$ cat config.mk
export PLATFORM = sky130hd
export DESIGN_NAME = id_ex_stage_reg
export DESIGN_NICKNAME = d
export VERILOG_FILES = /design/src/rtl/id_ex_stage_reg.sv
export SDC_FILE = /design/constraint.sdc
export NUM_CORES = 1
export LEC_CHECK = 0
export ABC_AREA = 1
export BUFFER_PORTS_ARGS = -buffer_cell sky130_fd_sc_hd__clkbuf_2
export CORE_MARGIN = 2
export CORE_UTILIZATION = 40
export CTS_BUF_LIST = sky130_fd_sc_hd__clkbuf_4 sky130_fd_sc_hd__clkbuf_8
export CTS_CLUSTER_SIZE = 10
export DETAILED_ROUTE_END_ITERATION = 8
export HOLD_SLACK_MARGIN = 0.12
export PLACE_DENSITY = 0.68
export SETUP_SLACK_MARGIN = 0.15
export SLEW_MARGIN = 20
export SYNTH_ARGS = -nofsm -noshare
export SYNTH_HDL_FRONTEND = slang
export SYNTH_SLANG_ARGS = --single-unit
$ cat constraint.sdc
create_clock -name clk -period 2.54 [get_ports clk]
set_input_delay 0.254 -clock clk [delete_from_list [all_inputs] [get_ports clk]]
set_output_delay 0.254 -clock clk [all_outputs]
set_load 0.02 [all_outputs]
$ cat src/rtl/id_ex_stage_reg.sv
// ID/EX pipeline register: latches decoded operands/control, resolves EX/MEM and MEM/WB
// forwarding for the ALU inputs, and inserts a single bubble on a load-use hazard.
module id_ex_stage_reg #(
    parameter int DATA_W = 32,
    parameter int REG_AW = 5
) (
    input  logic              clk,
    input  logic              rst_n,
    input  logic              stall,
    input  logic              flush,
    input  logic              id_valid,
    input  logic [2:0]        id_alu_op,
    input  logic [DATA_W-1:0] id_rs_data,
    input  logic [DATA_W-1:0] id_rt_data,
    input  logic [DATA_W-1:0] id_imm,
    input  logic              id_alu_src_b,
    input  logic [REG_AW-1:0] id_rs_addr,
    input  logic [REG_AW-1:0] id_rt_addr,
    input  logic [REG_AW-1:0] id_rd_addr,
    input  logic              id_reg_write,
    input  logic              id_mem_read,
    input  logic              id_mem_write,
    input  logic              id_mem_to_reg,
    input  logic              exmem_reg_write,
    input  logic [REG_AW-1:0] exmem_rd,
    input  logic [DATA_W-1:0] exmem_result,
    input  logic              memwb_reg_write,
    input  logic [REG_AW-1:0] memwb_rd,
    input  logic [DATA_W-1:0] memwb_result,
    output logic              ex_valid,
    output logic [2:0]        alu_operation,
    output logic [DATA_W-1:0] alu_a,
    output logic [DATA_W-1:0] alu_b,
    output logic [DATA_W-1:0] ex_store_data,
    output logic [REG_AW-1:0] ex_rd,
    output logic              ex_reg_write,
    output logic              ex_mem_read,
    output logic              ex_mem_write,
    output logic              ex_mem_to_reg,
    output logic              load_use_stall
);

    typedef struct packed {
        logic              valid;
        logic [2:0]        alu_op;
        logic [DATA_W-1:0] rs_data;
        logic [DATA_W-1:0] rt_data;
        logic [DATA_W-1:0] imm;
        logic              alu_src_b;
        logic [REG_AW-1:0] rs_addr;
        logic [REG_AW-1:0] rt_addr;
        logic [REG_AW-1:0] rd_addr;
        logic              reg_write;
        logic              mem_read;
        logic              mem_write;
        logic              mem_to_reg;
    } ex_fields_t;

    ex_fields_t ex_d, ex_q;
    logic [DATA_W-1:0] rs_fwd, rt_fwd;

    always_comb begin
        load_use_stall = ex_q.valid & ex_q.mem_read & (ex_q.rd_addr != '0) & id_valid &
                         ((ex_q.rd_addr == id_rs_addr) | (ex_q.rd_addr == id_rt_addr));
    end

    always_comb begin
        ex_d = ex_q;
        if (flush) begin
            ex_d = '0;
        end else if (stall) begin
            ex_d = ex_q;
        end else if (load_use_stall) begin
            ex_d = '0;
        end else begin
            ex_d.valid      = id_valid;
            ex_d.alu_op     = id_alu_op;
            ex_d.rs_data    = id_rs_data;
            ex_d.rt_data    = id_rt_data;
            ex_d.imm        = id_imm;
            ex_d.alu_src_b  = id_alu_src_b;
            ex_d.rs_addr    = id_rs_addr;
            ex_d.rt_addr    = id_rt_addr;
            ex_d.rd_addr    = id_rd_addr;
            ex_d.reg_write  = id_reg_write;
            ex_d.mem_read   = id_mem_read;
            ex_d.mem_write  = id_mem_write;
            ex_d.mem_to_reg = id_mem_to_reg;
        end
    end

    always_ff @(posedge clk or negedge rst_n) begin
        if (!rst_n) begin
            ex_q <= '0;
        end else begin
            ex_q <= ex_d;
        end
    end

    // Bypass uses live EX/MEM and MEM/WB inputs, so held operands keep tracking them during a stall.
    always_comb begin
        rs_fwd = ex_q.rs_data;
        if (exmem_reg_write && exmem_rd != '0 && exmem_rd == ex_q.rs_addr) begin
            rs_fwd = exmem_result;
        end else if (memwb_reg_write && memwb_rd != '0 && memwb_rd == ex_q.rs_addr) begin
            rs_fwd = memwb_result;
        end

        rt_fwd = ex_q.rt_data;
        if (exmem_reg_write && exmem_rd != '0 && exmem_rd == ex_q.rt_addr) begin
            rt_fwd = exmem_result;
        end else if (memwb_reg_write && memwb_rd != '0 && memwb_rd == ex_q.rt_addr) begin
            rt_fwd = memwb_result;
        end
    end

    always_comb begin
        ex_valid      = ex_q.valid;
        alu_operation = ex_q.alu_op;
        alu_a         = rs_fwd;
        alu_b         = ex_q.alu_src_b ? ex_q.imm : rt_fwd;
        ex_store_data = rt_fwd;
        ex_rd         = ex_q.rd_addr;
        ex_reg_write  = ex_q.reg_write  & ex_q.valid;
        ex_mem_read   = ex_q.mem_read   & ex_q.valid;
        ex_mem_write  = ex_q.mem_write  & ex_q.valid;
        ex_mem_to_reg = ex_q.mem_to_reg & ex_q.valid;
    end

endmodule

==> run_results.csv <==
group,metric,value,unit
sta,fin_crit,2.47,ns
worst_hold_path,hold_path.class,"primary input to flop",
clocking,insertion_delay,0.44,ns
grt,antenna_found_initial,0,
clocking,clockRootBuffer,"clkbuf_8",
sta,finalSetupViolCount,0,
sta,slew_headroom,0.524,
worst_setup_path,worstPathCellList,"xnor2_1, nand2_1, nor3_4, buf_12, buf_16, nand3b_1, nand3_1, nand2_1, clkbuf_2",
power_and_ir_drop,finalPower,5.60,mW
logic_synthesis,synth_area_leaders,"dfrtp_1, nand2_1, nand3_1, nand3b_1, and2_1",
die,die-area,20400,um^2
logic_synthesis,syn-instance-count,1109,
route,drt_iter0_drc,541,
logic_synthesis,synth_seq_cells,120,
clocking,cts.sinks,120,
final_layout,stdcell_count,1786,
clocking,cts_buffers,17,
status,status,"complete, no violations",
final_layout,drive_above_1_share,0.324,
worst_setup_path,crit_family,"simple AND/OR/NAND/NOR gates",
placed_design,portBuffers,309,
clocking,cts_tree,"yes",
logic_synthesis,syn-cell-area,7710,um^2
sta,rsz0062_at_grt,"true",
placed_design,placed_cells,1616,
sta,finalCritPeriodShare,0.972,
worst_setup_path,crit_top_cell,"nand2_1",
sta,holdWs,0.265,ns
worst_setup_path,cp-start-kind,"flop",
grt,grt_pass1_wl,46.1,mm
logic_synthesis,synth_most_common_cell,"nand2_1",
sta,worstMarginPinSlew,0.714,ns
grt,grt_pass1_vias,9109,
final_layout,finalNetCount,1712,
worst_setup_path,critPathMaxStageDelay,0.42,ns
logic_synthesis,syn_nets,1309,
final_layout,fillers,1577,
logic_synthesis,synth_top_area_share,0.389,
logic_synthesis,yosysWarnings,0,
route,viasPerCell,5.31,
die,placementRows,50,
logic_synthesis,synth_cell_type_count,23,
final_layout,post-route-util,0.646,
route,ant_nets,0,
logic_synthesis,synth_common_cells,"nand2_1, nand3_1, dfrtp_1",
placed_design,dp_hpwl,19.6,mm
worst_setup_path,worstPathArrival,2.21,ns
power_and_ir_drop,p_leak,6.64,nW
power_and_ir_drop,vdd_ir_drop_max,0.289,mV
route,wl,33.0,mm
worst_setup_path,path_max_fanout,16,
worst_setup_path,end_kind,"output port",
worst_setup_path,worst-setup-path-type,"flop to output port",
clocking,clk_pin_slew_worst_paths,0.07,ns
clocking,htreeDepth,4,
route,num_vias,9481,
sta,finalHoldViolations,0,
die,die_w,143,um
logic_synthesis,synthArstFlopShare,1.00,
sta,fin_setup_tns,0,ns
sta,fmax,0.405,GHz
sta,skew,0.00895,ns
power_and_ir_drop,powerDensity,460,nW/um^2
route,drc,0,
job,drv_cap,0,
grt,gr-total-overflow,0,
sta,maxSlewViolCount,0,
logic_synthesis,synth.largest_area_cell,"dfrtp_1",
worst_setup_path,cpMaxStageDelayCell,"dfrtp_1",
worst_setup_path,path_buf_inv,3,
die,dieHeight,143,um
logic_synthesis,synth_edf_count,0,
logic_synthesis,postSynthAreaPerCell,6.95,um^2
die,ioPinCount,310,
placed_design,place_congestion,0.890,
clocking,clock_path_buffers,2,
route,wl_per_cell,18.5,um
grt,grt_usage,0.291,
route,firstDrtPassIters,6,
logic_synthesis,synthFlopType,"dfrtp_1",
die,initial_core_util,0.410,
final_layout,syn2layout_area_growth,57.7,%
die,design.core.area,18800,um^2
worst_setup_path,crit_required,2.29,ns
grt,grt_max_degree,66,
logic_synthesis,yosysSeqAreaShare,0.389,
final cells by class:
cell class | instances | area (um^2) | area share
diodes | 1 | 2.50 | 0.000206
clock buffers | 25 | 332 | 0.0273
clock inverters | 7 | 113 | 0.00926
inverters | 47 | 176 | 0.0145
multi-input cells | 855 | 4570 | 0.376
flip-flops and latches | 120 | 3010 | 0.247
well taps | 260 | 325 | 0.0268
repair buffers | 471 | 3630 | 0.299
report_power, final:
part / switching [mW] / internal, mW / leakage (nW)
Sequential: 0.0728 / 2.02 / 1.59
Clock: 0.788 / 1.15 / 0.229
Combinational: 0.893 / 0.678 / 4.81
routing by layer:
layer  track usage  up-vias  wire, um
li1              -     4367         -
met1         0.360     4421     12600
met2         0.488      595     16100
met3        0.0607       98      3230
met4         0.133        0      1050
met5             0        -         0
stage by stage:
stage,cell area (um^2),worst slack [ns]
3_5_place_dp,9440,0.415
5_1_grt,12200,-0.0596
2_1_floorplan,7710,0.851
4_1_cts,11200,0.104
6_report,12200,0.0721
3_3_place_gp,9440,0.508
logic make-up after synthesis:
group / Yosys count / synth area share
compound gates: 2 / 0.00130
buf+inv: 134 / 0.0891
simple gates: 827 / 0.491
xor+xnor: 26 / 0.0295
flops: 120 / 0.389
sequential cells by signal, summed over array words and instances, names as in the netlist:
signal / count
ex_q: 111
ex_rd: 5
alu_operation: 3
ex_valid: 1
cells in the final DEF (no fill, tap or decap):
| master | n |
|---|---|
| nand2_1 | 394 |
| clkbuf_2 | 220 |
| nand3_1 | 218 |
| dlygate4sd3_1 | 121 |
| dfrtp_1 | 118 |
| nand3b_1 | 65 |
| inv_1 | 47 |
| buf_2 | 46 |
| buf_6 | 41 |
| nand2_2 | 35 |
| nand3_2 | 32 |
| and2_1 | 28 |
| nand2_4 | 24 |
| clkbuf_8 | 23 |
| buf_4 | 20 |
| xor2_1 | 17 |
| buf_12 | 14 |
| nor2_1 | 11 |
| xnor2_1 | 7 |
| nor2_4 | 6 |
| clkbuf_16 | 6 |
| and2_4 | 4 |
| nand3_4 | 3 |
| bufinv_16 | 3 |
| clkbuf_4 | 3 |
| clkinv_2 | 3 |
| xnor2_2 | 2 |
| nor3_4 | 2 |
| nor3_1 | 2 |
| dfrtp_2 | 2 |
| diode_2 | 1 |
| o21ai_1 | 1 |
| or2_0 | 1 |
| a21oi_1 | 1 |
| nand2_8 | 1 |
| nor3_2 | 1 |
| clkinvlp_4 | 1 |
| buf_8 | 1 |
| buf_16 | 1 |
final timing paths:
kind	startpoint	end	slack (ns)	cells after the start
worst max-delay path	ex_q[10]	alu_b[14]	0.07	9
worst min-delay path	stall	ex_q[84]	0.27	4
worst max register to register	ex_rd[1]	ex_q[98]	0.65	8
worst min register to register	ex_q[108]	ex_q[108]	0.48	2
max in group asynchronous	rst_n	ex_q[22]	1.39	3
min in group asynchronous	rst_n	ex_q[105]	0.39	2
tightest hold or removal path: cells and delay by family:
family,cells,cell delay [ns]
buffers and inverters,1,0.13
and+or+nand+nor,3,0.28
repair_timing:
item,in CTS,in global routing
cloned,0,8
gates resized for setup,7,304
hold buffers,121,0
endpoints found under the setup margin,61,97
pin swaps,2,51
setup buffers,4,4
hold endpoints to repair,184,0
Power figures use the tool's default switching activity.
